`config.mk`:
```
export PLATFORM = sky130hd
export DESIGN_NAME = banco_registradores
export DESIGN_NICKNAME = d
export VERILOG_FILES = /design/src/rtl/banco_registradores.sv
export SDC_FILE = /design/constraint.sdc
export NUM_CORES = 2
export LEC_CHECK = 0
export BUFFER_PORTS_ARGS = -buffer_cell sky130_fd_sc_hd__buf_4
export CAP_MARGIN = 20
export CORE_MARGIN = 10
export CORE_UTILIZATION = 62
export CTS_BUF_LIST = sky130_fd_sc_hd__clkbuf_4 sky130_fd_sc_hd__clkbuf_8
export DETAILED_ROUTE_END_ITERATION = 8
export PLACE_DENSITY = 0.9
export SYNTH_ARGS = -nofsm -noshare
export SYNTH_HDL_FRONTEND = slang
export SYNTH_SLANG_ARGS = --single-unit
```
`constraint.sdc`:
```
create_clock -name clk -period 4.6 [get_ports clk]
set_input_delay 0.23 -clock clk [delete_from_list [all_inputs] [get_ports clk]]
set_output_delay 0.23 -clock clk [all_outputs]
set_load 0.02 [all_outputs]
```
`src/rtl/banco_registradores.sv`:
```
// 32 x DATA_W MIPS register file: two combinational read ports, one write port.
// $0 reads zero, $28/$29 come out of reset with gp/sp values.
module banco_registradores #(
    parameter int unsigned       DATA_W   = 32,
    parameter logic [DATA_W-1:0] SP_RESET = DATA_W'(32'h0000_3FFC),
    parameter logic [DATA_W-1:0] GP_RESET = DATA_W'(32'h0000_1800),
    parameter bit                BYPASS   = 1'b1
) (
    input  logic              clk,
    input  logic              rst_n,
    input  logic              we,
    input  logic [4:0]        waddr,
    input  logic [DATA_W-1:0] wdata,
    input  logic [4:0]        raddr1,
    input  logic [4:0]        raddr2,
    output logic [DATA_W-1:0] rdata1,
    output logic [DATA_W-1:0] rdata2
);

    logic [DATA_W-1:0] regs [1:31];
    logic [31:1]       wen;
    logic [DATA_W-1:0] stored1;
    logic [DATA_W-1:0] stored2;
    logic              hit1;
    logic              hit2;

    always_comb begin
        wen = '0;
        for (int i = 1; i < 32; i++) begin
            wen[i] = we && (waddr == 5'(i));
        end
    end

    always_ff @(posedge clk or negedge rst_n) begin
        if (!rst_n) begin
            for (int i = 1; i < 32; i++) begin
                if (i == 29) begin
                    regs[i] <= SP_RESET;
                end else if (i == 28) begin
                    regs[i] <= GP_RESET;
                end else begin
                    regs[i] <= '0;
                end
            end
        end else begin
            for (int i = 1; i < 32; i++) begin
                if (wen[i]) begin
                    regs[i] <= wdata;
                end
            end
        end
    end

    always_comb begin
        stored1 = '0;
        stored2 = '0;
        if (raddr1 != 5'd0) begin
            stored1 = regs[raddr1];
        end
        if (raddr2 != 5'd0) begin
            stored2 = regs[raddr2];
        end
    end

    // Forwarding never matches address 0, so $0 stays zero on both ports.
    always_comb begin
        hit1 = BYPASS && we && (waddr != 5'd0) && (raddr1 == waddr);
        hit2 = BYPASS && we && (waddr != 5'd0) && (raddr2 == waddr);
    end

    assign rdata1 = hit1 ? wdata : stored1;
    assign rdata2 = hit2 ? wdata : stored2;

    a_write_known: assert property (@(posedge clk) disable iff (!rst_n)
        !$isunknown(we) && !(we && $isunknown(waddr)));

endmodule

```
==> results.ini <==
[outcome]
outcome=complete, no violations

[placed_design]
dpl.cell_count=4584
port_buffers=113
place_area_mm2=0.05563
place_hpwl_um=102400
place_congestion=0.9083
dp_slack_ns=1.275

[clocking]
cts-resized-gates=0
clock_latency_ns=0.86
cts_htree_levels=4
cts_buffers=157
cts_tree=yes
clk_root_buffer_cell=clkbuf_8
cts.clk_slew.worst_paths_ns=0.06
cts.sinks=992
cts.path.max_buffers=3

[timing]
relSlewSlack_pct=14.56
finalCriticalPeriod_ns=3.753
clock-skew-final_ns=0
fmax_mhz=266.5
worst_slew_pin_slew_ns=1.282
period_share_pct=81.58
setup_viol=0
final_max_slew_viol_count=0
setup_tns_ns=0
holdWs_ns=0.02463
fin_ws_ns=0.8473
grt_setup_unrepaired=no
hold_viol_final=0

[critical_path]
startpoint=waddr[4]
crit_arrival_ns=3.52
worst-setup-path-type=in2out
critPathLaunchType=input port
cp_max_fo=14
cp-end-kind=output pin
cp.required_ns=4.37
timing.rr.start=regs[512]
r2r_setup_slack_ns=3.75

[logic_synthesis]
synthesis.area_mm2=0.05372
yosysMostFrequentCell=mux2_2
seq_area_frac_synth_pct=46.25
postSynthCellCount=3613
ys_warn_count=0
synth_edf_count=0
synthDominantCellAreaShare_pct=45.56
ys_types=48
yosys-top-cells-area=dfrtp_1, mux2_2, mux4_2
yosysTopAreaCell=dfrtp_1
netlist_top_cells_count=mux2_2, dfrtp_1, mux4_2
synth-seq-cells=992
synth_nets=3663
async_reset_ff_share_pct=100.0
synthFlopType=dfrtp_1
syn_area_per_cell_um2=14.87

[floorplan]
dieArea_mm2=0.09881
fp.dieH_um=314.3
start_util_pct=62.79
rows=107
die_width_um=314.3
ios=114
core_mm2=0.08555

[pwr]
p_comb_share_pct=22.5
total_power_mw=25.90
p_sw_share_pct=29.14
intPower_mw=18.35
seqPwrFrac_pct=45.8
vdd_ir_drop_max_uv=329.5
leakage_nw=25.62
power_density_mw_per_mm2=435.6
p_sw_mw=7.546
clkPwrFrac_pct=31.7

[finish]
final_nets=3686
largest_register=regs
multiInputGateArea_mm2=0.02722
ff_latch_area_mm2=0.02484
largestRegisters=regs (992)
postLayoutCellArea_mm2=0.05945
drive_gt1_share_pct=55.59
final_util_pct=69.50
layout.cells.non_filler=4919
fillCellCount=4969
syn_to_final_growth_pct=10.68
largest_reg_flops=992

[detailed_routing]
dr_total_vias=38732
drt-total-wl_um=175600
wire_per_inst_um=35.69
ant_nets=0
drt_iter0_markers=6149
drc_errors=0
first_pass_iters=7
avgViaCountPerCell=7.874

[global_routing]
grt_max_degree=127
grt_pass1_wl_um=259700
grt_overflow=0
grt_pass1_vias=39681
grt_usage_pct=35.28
antenna_found_initial=22

[flow_run]
drv_cap=0

[worst_hold_path]
holdCritPathClass=in2async

-- power groups by stage --
stage | combinational [mW] | clock, mW | sequential (mW)
floorplan | 4.28 | 0 | 11.4
global placement | 5.39 | 0 | 11.7
detailed placement | 5.61 | 0 | 11.9
CTS | 5.72 | 8.18 | 11.8
global route | 6.10 | 8.56 | 12.0
finish | 5.82 | 8.21 | 11.9
-- worst max-delay path, stage by stage --
cell,delay [ns]
dlygate4sd3_1,0.60
buf_4,0.23
nor3_2,0.33
a21oi_1,0.29
and3_2,0.29
a21oi_1,0.60
buf_4,0.38
a32o_1,0.36
buf_4,0.20
-- cell families after synthesis --
group                     Yosys count  share of synthesized area (%)
muxes                            1586                          42.50
and+or+nand+nor                   267                          2.443
AOI/OAI and AO/OA                 347                          5.152
DFF                               992                          46.25
buffers and inverters             411                          3.496
xor gates and xnor gates           10                         0.1630
-- repair_timing --
action | 4_1_cts | 5_1_grt
buffers inserted | 0 | 0
hold endpoints to repair | 1077 | 0
endpoints found under the setup margin | 0 | 0
hold buffers | 37 | 0
-- per-layer routing --
metal | vias to the layer above | track usage [%] | routed length [um]
li1 | 14169 | - | -
met1 | 19837 | 43.57 | 58220
met2 | 3627 | 49.97 | 75480
met3 | 1079 | 14.86 | 26970
met4 | 20 | 24.60 | 14770
met5 | - | 0 | 123
-- worst paths after layout --
check	endpoint	cells past startpoint
max reg2reg	regs[512]	1
min reg2reg	regs[650]	1
min in group clk	regs[386]	4
max in group asynchronous	regs[863]	3
max	rdata1[18]	9
min	regs[615]	2
-- layout by cell type (no fill, tap or decap), types with 41 or more instances in the layout --
cell and n:
nor3_1 41, buf_4 204, a21oi_1 51, mux2_2 1051
clkbuf_4 60, nand2_1 65, dfrtp_1 978, nand3_1 48
mux2i_1 60, clkbuf_8 202, mux4_2 448, a22o_1 57
-- final cells by class --
cell class | count | share of cell area, %
diodes | 12 | 0.05051
clock buffers | 262 | 5.434
clock inverters | 24 | 0.3241
inverters | 3 | 0.01894
multi-input cells | 2210 | 45.78
flip-flops and latches | 992 | 41.78
well taps | 1144 | 2.408
repair buffers | 272 | 4.201
Note: power is estimated with default switching activity, not from simulation.
